==> config.mk <==
export PLATFORM = sky130hd
export DESIGN_NAME = wb_rr_arbiter
export DESIGN_NICKNAME = d
export VERILOG_FILES = /design/src/rtl/wb_rr_arbiter.sv
export SDC_FILE = /design/constraint.sdc
export NUM_CORES = 1
export LEC_CHECK = 0
export CORE_AREA = 2 2 111 113
export DETAILED_ROUTE_END_ITERATION = 10
export DIE_AREA = 0 0 113 115
export PLACE_DENSITY_LB_ADDON = 0.1
export SYNTH_ARGS = -nofsm -noshare
export SYNTH_HDL_FRONTEND = slang
export SYNTH_SLANG_ARGS = --single-unit
==> constraint.sdc <==
create_clock -name clk_i -period 2.5 [get_ports clk_i]
set_input_delay 0.25 -clock clk_i [delete_from_list [all_inputs] [get_ports clk_i]]
set_output_delay 0.25 -clock clk_i [all_outputs]
set_load 0.05 [all_outputs]
==> src/rtl/wb_rr_arbiter.sv <==
// rtl/wb_rr_arbiter.sv - round-robin Wishbone arbiter sharing one slave between N_MASTER masters
// Grants are held for the whole cyc; a per-strobe watchdog aborts stalled slaves with err.
module wb_rr_arbiter #(
    parameter int N_MASTER = 2,
    parameter int TIMEOUT  = 255,
    parameter int CNT_W    = 8
) (
    input  logic                   clk_i,
    input  logic                   rst_i,
    input  logic [N_MASTER-1:0]    m_cyc_i,
    input  logic [N_MASTER-1:0]    m_stb_i,
    input  logic [N_MASTER-1:0]    m_we_i,
    input  logic [32*N_MASTER-1:0] m_adr_i,
    input  logic [32*N_MASTER-1:0] m_dat_i,
    input  logic [4*N_MASTER-1:0]  m_sel_i,
    output logic [31:0]            m_dat_o,
    output logic [N_MASTER-1:0]    m_ack_o,
    output logic [N_MASTER-1:0]    m_err_o,
    output logic                   s_cyc_o,
    output logic                   s_stb_o,
    output logic                   s_we_o,
    output logic [31:0]            s_adr_o,
    output logic [31:0]            s_dat_o,
    output logic [3:0]             s_sel_o,
    input  logic [31:0]            s_dat_i,
    input  logic                   s_ack_i,
    input  logic                   s_err_i,
    output logic [N_MASTER-1:0]    grant_o
);
    localparam int IDX_W = (N_MASTER > 1) ? $clog2(N_MASTER) : 1;
    localparam logic [IDX_W-1:0] LAST_IDX = IDX_W'(N_MASTER - 1);
    localparam logic [CNT_W-1:0] CNT_LAST = CNT_W'((TIMEOUT > 0) ? TIMEOUT - 1 : 0);

    typedef enum logic [1:0] {IDLE, BUSY, ABORT, DRAIN} state_t;

    state_t           state, state_nxt;
    logic [IDX_W-1:0] gnt, gnt_nxt;
    logic [IDX_W-1:0] last, last_nxt;
    logic [CNT_W-1:0] cnt, cnt_nxt;

    logic [IDX_W-1:0] pick;
    logic [IDX_W-1:0] scan_idx;
    logic             found;
    logic             gnt_cyc;
    logic             gnt_stb;

    logic [31:0] adr_arr [N_MASTER];
    logic [31:0] dat_arr [N_MASTER];
    logic [3:0]  sel_arr [N_MASTER];

    always_comb begin
        for (int k = 0; k < N_MASTER; k++) begin
            adr_arr[k] = m_adr_i[32*k +: 32];
            dat_arr[k] = m_dat_i[32*k +: 32];
            sel_arr[k] = m_sel_i[4*k +: 4];
        end
    end

    assign gnt_cyc = m_cyc_i[gnt];
    assign gnt_stb = m_stb_i[gnt];
    assign m_dat_o = s_dat_i;

    // Scan from last+1 with wrap; the modulo keeps non-power-of-2 counts in range.
    always_comb begin
        pick     = last;
        found    = 1'b0;
        scan_idx = '0;
        for (int i = 1; i <= N_MASTER; i++) begin
            scan_idx = IDX_W'((int'(last) + i) % N_MASTER);
            if (!found && m_cyc_i[scan_idx]) begin
                found = 1'b1;
                pick  = scan_idx;
            end
        end
    end

    always_ff @(posedge clk_i) begin
        if (rst_i) begin
            state <= IDLE;
            gnt   <= '0;
            last  <= LAST_IDX;
            cnt   <= '0;
        end else begin
            state <= state_nxt;
            gnt   <= gnt_nxt;
            last  <= last_nxt;
            cnt   <= cnt_nxt;
        end
    end

    always_comb begin
        state_nxt = state;
        gnt_nxt   = gnt;
        last_nxt  = last;
        cnt_nxt   = '0;
        case (state)
            IDLE: begin
                if (found) begin
                    gnt_nxt   = pick;
                    state_nxt = BUSY;
                end
            end
            BUSY: begin
                if (!gnt_cyc) begin
                    state_nxt = IDLE;
                    last_nxt  = gnt;
                end else if (gnt_stb && !s_ack_i && !s_err_i) begin
                    // A response in the last allowed wait cycle bypasses this branch and completes normally.
                    if ((TIMEOUT > 0) && (cnt == CNT_LAST)) begin
                        state_nxt = ABORT;
                    end else begin
                        cnt_nxt = cnt + CNT_W'(1);
                    end
                end
            end
            ABORT: begin
                state_nxt = DRAIN;
            end
            DRAIN: begin
                if (!gnt_cyc) begin
                    state_nxt = IDLE;
                    last_nxt  = gnt;
                end
            end
            default: begin
                state_nxt = IDLE;
            end
        endcase
    end

    always_comb begin
        s_cyc_o = 1'b0;
        s_stb_o = 1'b0;
        s_we_o  = 1'b0;
        s_adr_o = '0;
        s_dat_o = '0;
        s_sel_o = '0;
        m_ack_o = '0;
        m_err_o = '0;
        grant_o = '0;
        case (state)
            BUSY: begin
                s_cyc_o      = gnt_cyc;
                s_stb_o      = gnt_stb;
                s_we_o       = m_we_i[gnt];
                s_adr_o      = adr_arr[gnt];
                s_dat_o      = dat_arr[gnt];
                s_sel_o      = sel_arr[gnt];
                m_ack_o[gnt] = s_ack_i;
                m_err_o[gnt] = s_err_i;
                grant_o[gnt] = 1'b1;
            end
            ABORT: begin
                m_err_o[gnt] = 1'b1;
                grant_o[gnt] = 1'b1;
            end
            DRAIN: begin
                grant_o[gnt] = 1'b1;
            end
            default: begin
            end
        endcase
    end
endmodule

Word level (Yosys, flattened, before mapping):

Index checks and enable logic that the tools add are counted.

* add/sub/neg operators: 3
* order comparisons: 5
* equal/unequal tests: 8
* mux-type cells: 40
* bitwise operators: 6
* reduce and logical (&&, ||, !) cells: 14

Operators with widths (count)
* $mux W32: 8
* $mux W1: 18
* $mux W4: 4
* $mux W2: 7
* $add A8 B1 Y8 const B: 1
* $eq A8 B8 Y1 const B: 1
* $pmux W2 S4: 1
* $lt A1 B2 Y1 const B: 3
* $ne A3 B3 Y1 const B: 2
* $reduce_or A5 Y1: 1
* $and A2 B2 Y2: 2
* $eq A2 B2 Y1 const B: 2
* $logic_and A1 B1 Y1: 4
* $ne A2 B2 Y1 const B: 2
* $pmux W2 S2: 1
* $reduce_and A2 Y1: 2
* $reduce_and A4 Y1: 1
* $logic_not A1 Y1: 3
* $not A1 Y1: 3
* $reduce_or A3 Y1: 1
* $add A1 B1 Y1 const B: 2
* $eq A2 B1 Y1 const B: 1
* $ge A2 B2 Y1 const B: 1
* $logic_not A2 Y1: 1
* 4 further kinds: 4

* bits in registers: 12
* bits of input ports: 178
* logic and storage cells: 80

Logic depth before layout (Yosys ltp):

* word-level depth: 9
* depth in mapped cells: 7

Worst setup path after synthesis:

OpenSTA, ideal clock, no wires.

* path kind: flip-flop to output port
* start point: register (tool-made name)
* end point: output m_err_o[0]
* data arrival time: 2.087 ns
* data required time: 2.250 ns
* setup slack: 0.163 ns
* cell stages (with the launch flop): 6
* cells stage by stage: dfxtp_1 inv_1 ha_1 clkbuf_1 a21oi_1 nor3b_1

RTL lines
* to (decl): RTL line 18 `output logic [N_MASTER-1:0] m_err_o,`

Worst setup path in the final report:

* start point: register gnt
* end point: output grant_o[1]

* longest elaborated chain between the ends: 5
* elaborated cells on any way between the ends: 6
* classes of those cells: order compare: 2; mux: 3; reduce/logical: 1

RTL lines
* from (decl): RTL line 37 `logic [IDX_W-1:0] gnt, gnt_nxt;`
* from (signal assigned): RTL line 85 `gnt <= gnt_nxt;`
* $lt A1 B2 Y1 (not written as such) / $ge A1 B1 Y1 (equally long branches): RTL line 151, 155, 158
* $logic_and A1 B1 Y1 (not written as such): RTL line 151, 155, 158
* $mux W1 (not written as such): RTL line 151, 155, 158
* $demux W1 S1 (*): RTL line 151, 155, 158
* $mux W2 (*)
* to (decl): RTL line 28 `output logic [N_MASTER-1:0] grant_o`

Every way passes the cells marked *; elsewhere a longest branch is shown, timed or not.

==> metrics <==
status finished with violations; failing checks DRC; most area-consuming cells after synthesis sky130_fd_sc_hd__mux2i_1, sky130_fd_sc_hd__nor2b_1, sky130_fd_sc_hd__buf_4, sky130_fd_sc_hd__dfxtp_1, sky130_fd_sc_hd__ha_1; total inserted antenna cells 0; routed len/inst 16.9 µm; number of buffers between clock root and the deepest sink 2; internal reg-to-reg setup slack 0.61 ns; Core Box Area 0.0118 mm²; Data required, critical path 2.25 ns; net switching power 0.000888 W; global-route wire length before repair 14400 µm; number of global-route vias before repair 2454; VDD IR max 0.238 mV; Clock Latency Late Sink 0.24 ns; register area 244 µm²; pin count of the biggest net entering global routing 55; drt via density 4.13; detailed router's first-iteration violation count 86; start point of the worst hold path cnt[0]$_SDFF_PP0_; part of the total power dissipated in combinational logic 75.2%; Setup Buffers After CTS 0; Worst Hold Path Cells 1; cell type with the largest total area after synthesis sky130_fd_sc_hd__mux2i_1; type of the setup path with the least slack register to output pin; Final min period 2.19 ns; average cell area after synthesis 7.99 µm²; overall die area 0.0130 mm²; synthesized instance count 268; PwrDens 418 mW/mm²; worst hold-check slack 0.493 ns; kind of cell with the highest combined delay on the critical path buffers and inverters; worst path bufs/invs 1; depth of the worst register-to-register path 5; Layout area overhead 138%; switch share 41.7%; count of pins on the block boundary 287; total area of multi-input combinational cells 0.00157 mm²; number of antenna violations at the first check in global routing 0; total clock buffers created by CTS 3; post-synth top area share 32.7%; Critical Path Source Type register; Detail Placement HPWL 8380 µm; CTS tree yes; layout cell share with drive strength beyond 1 19.3%; first-pass iteration count of the detailed router 7; post-synthesis sequential element count 12; final cell count without fillers 593; part of the total power dissipated in the clock network 14.2%; endpoint with the worst hold slack cnt[0]$_SDFF_PP0_; Cell Int Power 0.00124 W; global placer's final weighted congestion 0.741; largest driver fanout on the critical path 31; register share of total power 10.6%; GR Util All Layers 14.1%; total negative slack 0 ns; count of distinct cell types in the synthesized netlist 34; transition time at the pin with the least slew margin 0.524 ns; Detailed Route WL 10000 µm; NumNets Final 632; RSZ-0062 raised after global routing no; hold-fix buffer count after cts 0; post-cts gate resize count 0; end of the worst register-to-register path cnt[5]$_SDFF_PP0_; number of pins exceeding their max-slew limit in the final report 0; initial core utilization 18.1%; endpoints failing hold 0; fillers 1132; Arr. time, crit path 1.94 ns; cell at the slowest stage of the critical path sky130_fd_sc_hd__clkdlybuf4s50_1; die extent in y 115 µm; Worst Hold Class register to register; number of buffers added on ports 222; most used cells in the layout excluding fill and tap cells sky130_fd_sc_hd__clkdlybuf4s50_1, sky130_fd_sc_hd__buf_12, sky130_fd_sc_hd__nor2b_1; number of remaining DRC errors 20; maximum clock skew at final layout 0.00128 ns; Placed Instances 589; critical path's largest stage delay 0.81 ns; Static Leakage 1.90 nW; post-route ant nets 0; via count of the routed design 2448; maximum clock frequency 457 MHz; total setup violations reported at the end of the flow 0; # H-tree levels 1; Synth Warn # 0; final worst path period share 87.6%; list of cells traversed by the critical path nor2b_1 -> clkdlybuf4s50_1; Post-Syn Nets 453; total global routing overflow 0; fraction of the yosys area taken by sequential cells 11.2%; register clock-pin slew on the reported worst setup and hold paths 0.04 ns; cell area after technology mapping 0.00214 mm²; CTS root buf sky130_fd_sc_hd__clkbuf_16; most frequent standard cell in the layout excluding fill and tap cells sky130_fd_sc_hd__clkdlybuf4s50_1; total number of placement rows 40; Worst slew margin 65.1%; TritonCTS Sinks 12; die width 113 µm; kind of end point of the critical path output pin; max-cap check violation count 0
flip-flops by register name, indices dropped and copies added (netlist names), named ones only:
register,cells
cnt,8
last,1
gnt,1
state,1
through the flow:
stage	total power, W	cell area [µm²]	util (%)	setup slack, ns
after floorplan	0.00112	2140	-	0.163
after global placement	0.00185	5020	42.5	0.542
after detailed placement	0.00185	5020	42.5	0.530
after CTS	0.00216	5100	43.2	0.271
after global routing	0.00222	5100	43.2	0.179
final	0.00213	5100	43.2	0.310
cells in the mapped netlist:
cell type	number
sky130_fd_sc_hd__nor4_2	1
sky130_fd_sc_hd__ha_1	7
sky130_fd_sc_hd__a32oi_1	1
sky130_fd_sc_hd__nand2_1	5
sky130_fd_sc_hd__nand2b_1	1
sky130_fd_sc_hd__o22ai_1	1
sky130_fd_sc_hd__dfxtp_1	12
sky130_fd_sc_hd__and3b_1	1
sky130_fd_sc_hd__nand4_1	2
sky130_fd_sc_hd__a31oi_1	1
sky130_fd_sc_hd__mux2i_1	70
sky130_fd_sc_hd__nor3_1	1
sky130_fd_sc_hd__o21ai_0	1
sky130_fd_sc_hd__or2_2	1
sky130_fd_sc_hd__inv_1	4
sky130_fd_sc_hd__o211a_1	1
sky130_fd_sc_hd__a311oi_1	1
sky130_fd_sc_hd__a22oi_2	1
sky130_fd_sc_hd__or3b_1	1
sky130_fd_sc_hd__nor3b_1	1
sky130_fd_sc_hd__buf_2	8
sky130_fd_sc_hd__a21oi_1	1
sky130_fd_sc_hd__buf_4	33
sky130_fd_sc_hd__clkbuf_1	9
sky130_fd_sc_hd__nor2b_1	71
sky130_fd_sc_hd__and4_1	1
sky130_fd_sc_hd__mux2_4	1
sky130_fd_sc_hd__o21a_1	1
sky130_fd_sc_hd__and3_1	2
sky130_fd_sc_hd__nand3_1	4
sky130_fd_sc_hd__nor2_1	16
sky130_fd_sc_hd__xnor2_1	1
sky130_fd_sc_hd__xor2_1	5
sky130_fd_sc_hd__a211oi_1	1
power by group through the flow:
| stage | combinational [W] | sequential [W] | clock (W) |
|---|---|---|---|
| after floorplan | 0.000910 | 0.000207 | 0 |
| after global placement | 0.00162 | 0.000230 | 0 |
| after detailed placement | 0.00162 | 0.000231 | 0 |
| after CTS | 0.00162 | 0.000228 | 0.000307 |
| after global routing | 0.00167 | 0.000231 | 0.000318 |
| final | 0.00160 | 0.000227 | 0.000302 |
cells by family after synthesis:
kind of cell / after synthesis / share of synthesized area, %
mux: 71 / 33.4
xor+xnor: 6 / 2.45
buf+inv: 54 / 15.7
fa+ha+maj: 7 / 4.09
flops: 12 / 11.2
simple gates: 108 / 29.5
compound gates: 10 / 3.62
layout make-up:
| cell class | count | share of cell area [%] |
|---|---|---|
| inverters | 4 | 0.294 |
| well taps | 147 | 3.60 |
| flip-flops and latches | 12 | 4.78 |
| multi-input cells | 202 | 30.7 |
| repair buffers | 224 | 59.0 |
| clock buffers | 4 | 1.54 |
routing by layer:
layer | vias up | global-route usage (%) | wire (µm)
met5 | - | 0 | 0
li1 | 1218 | - | -
met2 | 118 | 27.1 | 5480
met3 | 9 | 2.90 | 886
met4 | 0 | 3.09 | 130
met1 | 1103 | 16.1 | 3530
how the worst max path moves through the flow:
stage | startpoint | end | slack (ns) | depth (start not counted)
floorplan | register | m_err_o[0] | 0.16 | 5
global placement | gnt$_SDFFE_PP0P_ | grant_o[1] | 0.54 | 2
detailed placement | gnt$_SDFFE_PP0P_ | grant_o[1] | 0.53 | 2
CTS | gnt$_SDFFE_PP0P_ | grant_o[1] | 0.27 | 2
global route | register | s_dat_o[10] | 0.18 | 5
finish | gnt$_SDFFE_PP0P_ | grant_o[1] | 0.31 | 2
Power figures use the tool's default switching activity.
